$ cat config.mk
export PLATFORM = sky130hd
export DESIGN_NAME = cpu_muldiv_flat
export DESIGN_NICKNAME = d
export VERILOG_FILES = /design/src/rtl/cpu_muldiv_if.sv /design/src/rtl/cpu_muldiv.sv /design/src/flat_wrapper.sv
export SDC_FILE = /design/constraint.sdc
export NUM_CORES = 1
export LEC_CHECK = 0
export ABC_CLOCK_PERIOD_IN_PS = 4700
export CELL_PAD_IN_SITES_DETAIL_PLACEMENT = 1
export CELL_PAD_IN_SITES_GLOBAL_PLACEMENT = 1
export CORE_ASPECT_RATIO = 1.2
export CORE_MARGIN = 3
export CORE_UTILIZATION = 40
export DETAILED_ROUTE_END_ITERATION = 10
export PLACE_DENSITY_LB_ADDON = 0.08
export SYNTH_ARGS = -nofsm -noshare
export SYNTH_HDL_FRONTEND = slang
export SYNTH_SLANG_ARGS = --single-unit
$ cat constraint.sdc
create_clock -name clk -period 4.7 [get_ports clk]
set_clock_uncertainty 0.05 [all_clocks]
set_input_delay 0.94 -clock clk [delete_from_list [all_inputs] [get_ports clk]]
set_output_delay 0.94 -clock clk [all_outputs]
set_load 0.005 [all_outputs]
$ cat src/rtl/cpu_muldiv_if.sv
`default_nettype none
// ============================================================================
//  Module      : cpu_muldiv_if
//  Description : Request/response bundle between the execute stage and the
//                iterative RV32M multiply/divide unit.
//  Revision    : 1.0  initial release
// ============================================================================
interface cpu_muldiv_if;
    logic        start;
    logic [2:0]  op;
    logic [31:0] src_a;
    logic [31:0] src_b;
    logic        flush;
    logic        busy;
    logic        done;
    logic [31:0] result;

    // Pipeline side: issues requests and aborts, consumes status and result.
    modport master (
        output start, op, src_a, src_b, flush,
        input  busy, done, result
    );

    // Unit side.
    modport slave (
        input  start, op, src_a, src_b, flush,
        output busy, done, result
    );
endinterface
`default_nettype wire

$ cat src/rtl/cpu_muldiv.sv
`default_nettype none
// ============================================================================
//  Module      : cpu_muldiv
//  Description : Iterative RV32M multiply/divide unit. Radix-2 shift-add
//                multiply and restoring divide on operand magnitudes, one
//                bit per cycle over 32 cycles; divide-by-zero and signed
//                overflow resolve in a single cycle.
//  Revision    : 1.0  initial release
// ============================================================================
module cpu_muldiv (
    input  wire logic   clk,
    input  wire logic   rst,
    cpu_muldiv_if.slave bus
);

    localparam logic [1:0] S_IDLE = 2'd0;
    localparam logic [1:0] S_ITER = 2'd1;
    localparam logic [1:0] S_DONE = 2'd2;

    localparam logic [2:0] C_OP_MUL    = 3'b000;
    localparam logic [2:0] C_OP_MULH   = 3'b001;
    localparam logic [2:0] C_OP_MULHSU = 3'b010;
    localparam logic [2:0] C_OP_DIV    = 3'b100;
    localparam logic [2:0] C_OP_REM    = 3'b110;

    localparam logic [5:0] C_LAST_ITER = 6'd31;

    logic [1:0]  r_state;
    logic [1:0]  w_state_nxt;
    logic [2:0]  r_op;
    logic        r_sign;     // negate final product / quotient / remainder
    logic [5:0]  r_cnt;
    logic [31:0] r_opnd;     // multiplicand magnitude, or divisor magnitude
    logic [63:0] r_acc;      // {hi product, multiplier} or {remainder, dividend/quotient}
    logic [31:0] r_result;

    logic        w_accept;
    logic        w_a_signed;
    logic        w_b_signed;
    logic        w_sign_in;
    logic [31:0] w_mag_a;
    logic [31:0] w_mag_b;
    logic        w_fast;
    logic [31:0] w_fast_val;

    logic [32:0] w_mul_sum;
    logic [32:0] w_div_trial;
    logic [31:0] w_div_sub;
    logic        w_div_borrow;
    logic [63:0] w_acc_nxt;
    logic [63:0] w_prod;
    logic [31:0] w_quo;
    logic [31:0] w_rem;
    logic [31:0] w_final;

    assign w_accept = (r_state == S_IDLE) && bus.start && !bus.flush;

    // Operand decode at accept: signedness, sign flag, magnitudes and fast paths.
    always_comb begin
        w_a_signed = 1'b0;
        w_b_signed = 1'b0;
        w_sign_in  = 1'b0;
        w_fast     = 1'b0;
        w_fast_val = 32'h0000_0000;
        case (bus.op)
            C_OP_MULH: begin
                w_a_signed = 1'b1;
                w_b_signed = 1'b1;
                w_sign_in  = bus.src_a[31] ^ bus.src_b[31];
            end
            C_OP_MULHSU: begin
                w_a_signed = 1'b1;
                w_sign_in  = bus.src_a[31];
            end
            C_OP_DIV: begin
                w_a_signed = 1'b1;
                w_b_signed = 1'b1;
                w_sign_in  = bus.src_a[31] ^ bus.src_b[31];
            end
            C_OP_REM: begin
                w_a_signed = 1'b1;
                w_b_signed = 1'b1;
                w_sign_in  = bus.src_a[31];
            end
            default: ;
        endcase
        w_mag_a = (w_a_signed && bus.src_a[31]) ? (32'h0 - bus.src_a) : bus.src_a;
        w_mag_b = (w_b_signed && bus.src_b[31]) ? (32'h0 - bus.src_b) : bus.src_b;
        // op[1] separates the remainder forms from the quotient forms.
        if (bus.op[2] && (bus.src_b == 32'h0000_0000)) begin
            w_fast     = 1'b1;
            w_fast_val = bus.op[1] ? bus.src_a : 32'hFFFF_FFFF;
        end else if (((bus.op == C_OP_DIV) || (bus.op == C_OP_REM)) &&
                     (bus.src_a == 32'h8000_0000) && (bus.src_b == 32'hFFFF_FFFF)) begin
            w_fast     = 1'b1;
            w_fast_val = bus.op[1] ? 32'h0000_0000 : 32'h8000_0000;
        end
    end

    // One iteration step: shift-add for multiply, restoring subtract for divide.
    always_comb begin
        w_mul_sum    = {1'b0, r_acc[63:32]} + {1'b0, (r_acc[0] ? r_opnd : 32'h0000_0000)};
        w_div_trial  = {r_acc[63:32], r_acc[31]};
        w_div_borrow = (w_div_trial < {1'b0, r_opnd});
        w_div_sub    = w_div_trial[31:0] - r_opnd;
        if (r_op[2]) begin
            w_acc_nxt = w_div_borrow ? {w_div_trial[31:0], r_acc[30:0], 1'b0}
                                     : {w_div_sub,         r_acc[30:0], 1'b1};
        end else begin
            w_acc_nxt = {w_mul_sum, r_acc[31:1]};
        end
    end

    // Sign fix-up and result selection from the post-final-iteration accumulator.
    always_comb begin
        w_prod  = r_sign ? (64'h0 - w_acc_nxt) : w_acc_nxt;
        w_quo   = r_sign ? (32'h0 - w_acc_nxt[31:0])  : w_acc_nxt[31:0];
        w_rem   = r_sign ? (32'h0 - w_acc_nxt[63:32]) : w_acc_nxt[63:32];
        w_final = w_prod[63:32];
        if (r_op[2]) begin
            w_final = r_op[1] ? w_rem : w_quo;
        end else if (r_op == C_OP_MUL) begin
            w_final = w_prod[31:0];
        end
    end

    // State register.
    always_ff @(posedge clk) begin
        if (rst) begin
            r_state <= S_IDLE;
        end else begin
            r_state <= w_state_nxt;
        end
    end

    // Next-state logic; flush overrides every transition.
    always_comb begin
        w_state_nxt = r_state;
        case (r_state)
            S_IDLE: begin
                if (bus.start) begin
                    w_state_nxt = w_fast ? S_DONE : S_ITER;
                end
            end
            S_ITER: begin
                if (r_cnt == C_LAST_ITER) begin
                    w_state_nxt = S_DONE;
                end
            end
            S_DONE:  w_state_nxt = S_IDLE;
            default: w_state_nxt = S_IDLE;
        endcase
        if (bus.flush) begin
            w_state_nxt = S_IDLE;
        end
    end

    // Datapath: latch operands at accept, iterate in ITER, load result entering DONE.
    always_ff @(posedge clk) begin
        if (rst) begin
            r_op     <= 3'b000;
            r_sign   <= 1'b0;
            r_cnt    <= 6'd0;
            r_opnd   <= 32'h0000_0000;
            r_acc    <= 64'h0;
            r_result <= 32'h0000_0000;
        end else if (w_accept) begin
            r_op   <= bus.op;
            r_sign <= w_sign_in;
            r_cnt  <= 6'd0;
            r_opnd <= bus.op[2] ? w_mag_b : w_mag_a;
            r_acc  <= {32'h0000_0000, (bus.op[2] ? w_mag_a : w_mag_b)};
            if (w_fast) begin
                r_result <= w_fast_val;
            end
        end else if ((r_state == S_ITER) && !bus.flush) begin
            r_acc <= w_acc_nxt;
            r_cnt <= r_cnt + 6'd1;
            if (r_cnt == C_LAST_ITER) begin
                r_result <= w_final;
            end
        end
    end

    assign bus.busy   = (r_state == S_ITER);
    assign bus.done   = (r_state == S_DONE);
    assign bus.result = r_result;

endmodule
`default_nettype wire

$ cat src/flat_wrapper.sv
// flat-port wrapper written by rule: the top's interface ports become plain ports
module cpu_muldiv_flat 
  (clk, rst, bus_start, bus_op, bus_src_a, bus_src_b, bus_flush, bus_busy, bus_done, bus_result);
  cpu_muldiv_if bus_i ();
  input  wire logic clk;
  input  wire logic rst;
  input wire logic [$bits(bus_i.start)-1:0] bus_start;
  input wire logic [$bits(bus_i.op)-1:0] bus_op;
  input wire logic [$bits(bus_i.src_a)-1:0] bus_src_a;
  input wire logic [$bits(bus_i.src_b)-1:0] bus_src_b;
  input wire logic [$bits(bus_i.flush)-1:0] bus_flush;
  output wire logic [$bits(bus_i.busy)-1:0] bus_busy;
  output wire logic [$bits(bus_i.done)-1:0] bus_done;
  output wire logic [$bits(bus_i.result)-1:0] bus_result;
  assign bus_i.start = bus_start;
  assign bus_i.op = bus_op;
  assign bus_i.src_a = bus_src_a;
  assign bus_i.src_b = bus_src_b;
  assign bus_i.flush = bus_flush;
  assign bus_busy = bus_i.busy;
  assign bus_done = bus_i.done;
  assign bus_result = bus_i.result;
  cpu_muldiv u_core (.clk(clk), .rst(rst), .bus(bus_i));
endmodule
==> run summary <==
Maximum clock rate = 0.216 GHz
Slew Limit Fails = 0
Worst path max stage delay = 0.47 ns
Post-detail-place hpwl = 69.7 mm
Hold crit path type = flop to flop
# DRC = 0
Clock root buffer = clkbuf_16
Hold Vio Cnt, Final = 0
Gr usage total = 39.6%
Fillers = 5031
Setup_tns = 0 ns
PortBufs = 104
CP Launch Type = flop
Die Wd = 189 um
Total iterations of the first detailed-routing run = 6
Crit Path Max Fanout = 9
Syn Std Cell Area = 0.0161 mm^2
Slew @ Worst Pin = 1.25 ns
Cells after Synth = 2331
IO Count = 105
Non-Filler Instances = 3225
CTS Buf Count = 17
DIE AREA = 0.0426 mm^2
Cells along the critical path = inv_1 -> ha_1 -> nor2b_4 -> o2111ai_2 -> a21oi_2 -> o2111a_2 -> o21ai_4 -> buf_6 -> buf_4 -> a21oi_1 -> a211oi_2 -> buf_4 -> or4b_4 -> or3_4 -> or3_4 -> mux2i_1 -> a211o_1 -> a31oi_1
Rel. slew slack = 16.2%
Area leader, netlist = dfxtp_1
Routed vias/inst = 6.40
Most frequent cells in the layout = 368 x buf_4, 272 x nand2_1, 257 x nor2_1
Reg2Reg Depth = 18
Die height = 226 um
Drt wl/cell = 27.3 um
Minimum clock period = 4.64 ns
Clock tree sinks = 140
Critical Path Stages = 18
H-tree levels = 4
Pwr/cell area = 239 mW/mm^2
Number of global-route vias before repair = 21000
Tcrit/Tclk final = 98.6%
Final wirelength = 87.9 mm
Placed insts = 3169
Pin count of the biggest net entering global routing = 88
First-pass GRT wire length = 128 mm
Top_reg_cell synth = dfxtp_1
Routed via count = 20600
Setup Viol. Count Final = 0
Final net count = 2826
Crit path DAT = 4.99 ns
Clk buf depth = 2
Post-synthesis async set-or-reset flop share = 0%
Drt initial violations = 1835
CP Capture Type = flop
Yosys warnings = 0
Starting Density = 41.0%
Clock transition at path regs = 0.07 ns
Buffers and inverters on the worst path = 4
TritonCTS clock tree = yes
Post-synthesis sequential element count = 140
Synth cell types = 99
FP Rows = 79
Area Overhead vs Synth = 32.4%
Final core occ = 54.2%
Hold depth = 2
Overall Power = 0.00509 W
CP required = 5.06 ns
Final Instance Area = 0.0213 mm^2
Global route total overflow = 0
EDFF count, synth = 0
Post-synth top area share = 17.4%
Leading cell type in the layout, fill and taps excluded = buf_4
Maximum vdd drop = 0.000291 V
Hold Buf Count CTS = 0
Share of cells above drive strength 1 = 21.7%
Core area = 0.0392 mm^2
Mapped Nets = 2474
Max Cap Viol = 0
CP top delay family = compound AO/OA/AOI/OAI gates
Run status = finished, final reports clean
Setup CP Type = flop to flop
Worst path slowest cell = or4b_4
Seq/Total Area, Yosys = 17.4%
Leakage power = 8.39 nW
Area post-placement = 0.0199 mm^2
Gp weighted congestion = 1.08
Largest cells by area after synthesis = dfxtp_1 17%, a21oi_1 7.1%, nand2_1 6.4%, nor2_1 6.1%, ha_1 5.4%
Mapped Avg Cell Area = 6.90 um^2
Antenna Nets Post-Route = 0
Worst skew pair latency = 0.48 ns
Antenna violations before repair = 5
## repair_timing
action                     CTS  global route
pin swaps                    7            49
setup endpoints to repair   22            28
setup buffers                2            19
resized for setup           24           114
cloned                       0             0
## cell usage after synthesis, types with 9 or more instances
| cell type | n |
|---|---|
| a211oi_1 | 60 |
| a21o_1 | 16 |
| a21oi_1 | 229 |
| a221oi_1 | 18 |
| a31oi_1 | 30 |
| and2_1 | 48 |
| and3_1 | 12 |
| buf_1 | 19 |
| buf_2 | 21 |
| clkbuf_1 | 105 |
| dfxtp_1 | 140 |
| ha_1 | 70 |
| inv_1 | 75 |
| mux2i_1 | 50 |
| nand2_1 | 274 |
| nand2b_1 | 20 |
| nand3_1 | 38 |
| nand4_1 | 34 |
| nor2_1 | 262 |
| nor2b_1 | 18 |
| nor3_1 | 91 |
| nor4_1 | 21 |
| o211a_1 | 9 |
| o211ai_1 | 88 |
| o21a_1 | 16 |
| o21ai_0 | 124 |
| o21ai_1 | 16 |
| o21bai_1 | 14 |
| o31ai_1 | 21 |
| o41ai_1 | 15 |
| or2_2 | 13 |
| or3_1 | 23 |
| or4_1 | 10 |
| xnor2_1 | 87 |
| xor2_1 | 72 |
## path summary, 6_finish.rpt
kind,startpoint,end,slack [ns]
hold / removal,u_core.r_cnt[1]$_SDFFE_PP0P_,u_core.r_cnt[1]$_SDFFE_PP0P_,0.44
setup reg to reg,u_core.r_opnd[1]$_SDFFE_PP0P_,u_core.bus.result[27]$_SDFFE_PP0P_,0.06
setup / recovery,u_core.r_opnd[1]$_SDFFE_PP0P_,u_core.bus.result[27]$_SDFFE_PP0P_,0.06
hold reg to reg,u_core.r_cnt[1]$_SDFFE_PP0P_,u_core.r_cnt[1]$_SDFFE_PP0P_,0.44
## registers in the layout, indices dropped and copies added (netlist names)
| signal | cells |
|---|---|
| u_core.bus.result | 32 |
| u_core.r_acc | 64 |
| u_core.r_cnt | 6 |
| u_core.r_op | 3 |
| u_core.r_opnd | 32 |
| u_core.r_sign | 1 |
| u_core.r_state | 2 |
## per-layer routing
layer	vias to the layer above	wire length [um]	GRT usage, %
li1	9273	-	-
met1	10100	32500	43.5
met2	909	41900	68.3
met3	360	5720	7.47
met4	4	7750	29.1
met5	-	28	0
## through the flow
stage                     worst slack (ns)  hold WS, ns
after CTS                        -0.000829        0.435
final                               0.0639        0.437
after global placement              -0.198        0.414
after floorplan                    -0.0297        0.390
after global routing                -0.104        0.472
after detailed placement            -0.332        0.425
## worst min-delay path, cell delays in order (launching register included)
cell	delay, ns
dfxtp_1	0.33
nand2_1	0.06
a21oi_1	0.05
## power breakdown
| part | internal, W | switching (W) | total (W) |
|---|---|---|---|
| Clock | 0.000743 | 0.000650 | 0.00139 |
| Sequential | 0.00123 | 0.0000544 | 0.00129 |
| Combinational | 0.000949 | 0.00146 | 0.00241 |
| Total | 0.00292 | 0.00216 | 0.00509 |
## area by class of cell
cell class | count | area, um^2 | share of cell area [%]
diodes | 3 | 7.51 | 0.0353
clock buffers | 19 | 443 | 2.08
clock inverters | 13 | 120 | 0.565
inverters | 76 | 285 | 1.34
multi-input cells | 1967 | 13000 | 61.2
flip-flops and latches | 140 | 2810 | 13.2
well taps | 526 | 658 | 3.09
repair buffers | 481 | 3930 | 18.5
## logic make-up (layout without fill, tap and decap cells)
group                      after synthesis  count (layout)  share of synthesized area, %
buffers and inverters                  224             589                          5.53
other                                    0               3                             0
DFF                                    140             140                          17.4
xor gates and xnor gates               159             159                          8.66
adders and majority gates               72              72                          5.70
AOI/OAI and AO/OA                      774             774                          32.1
and+or+nand+nor                        902             902                          26.6
muxes                                   60              60                          3.95
No activity file was read; power rests on OpenSTA's default activity.
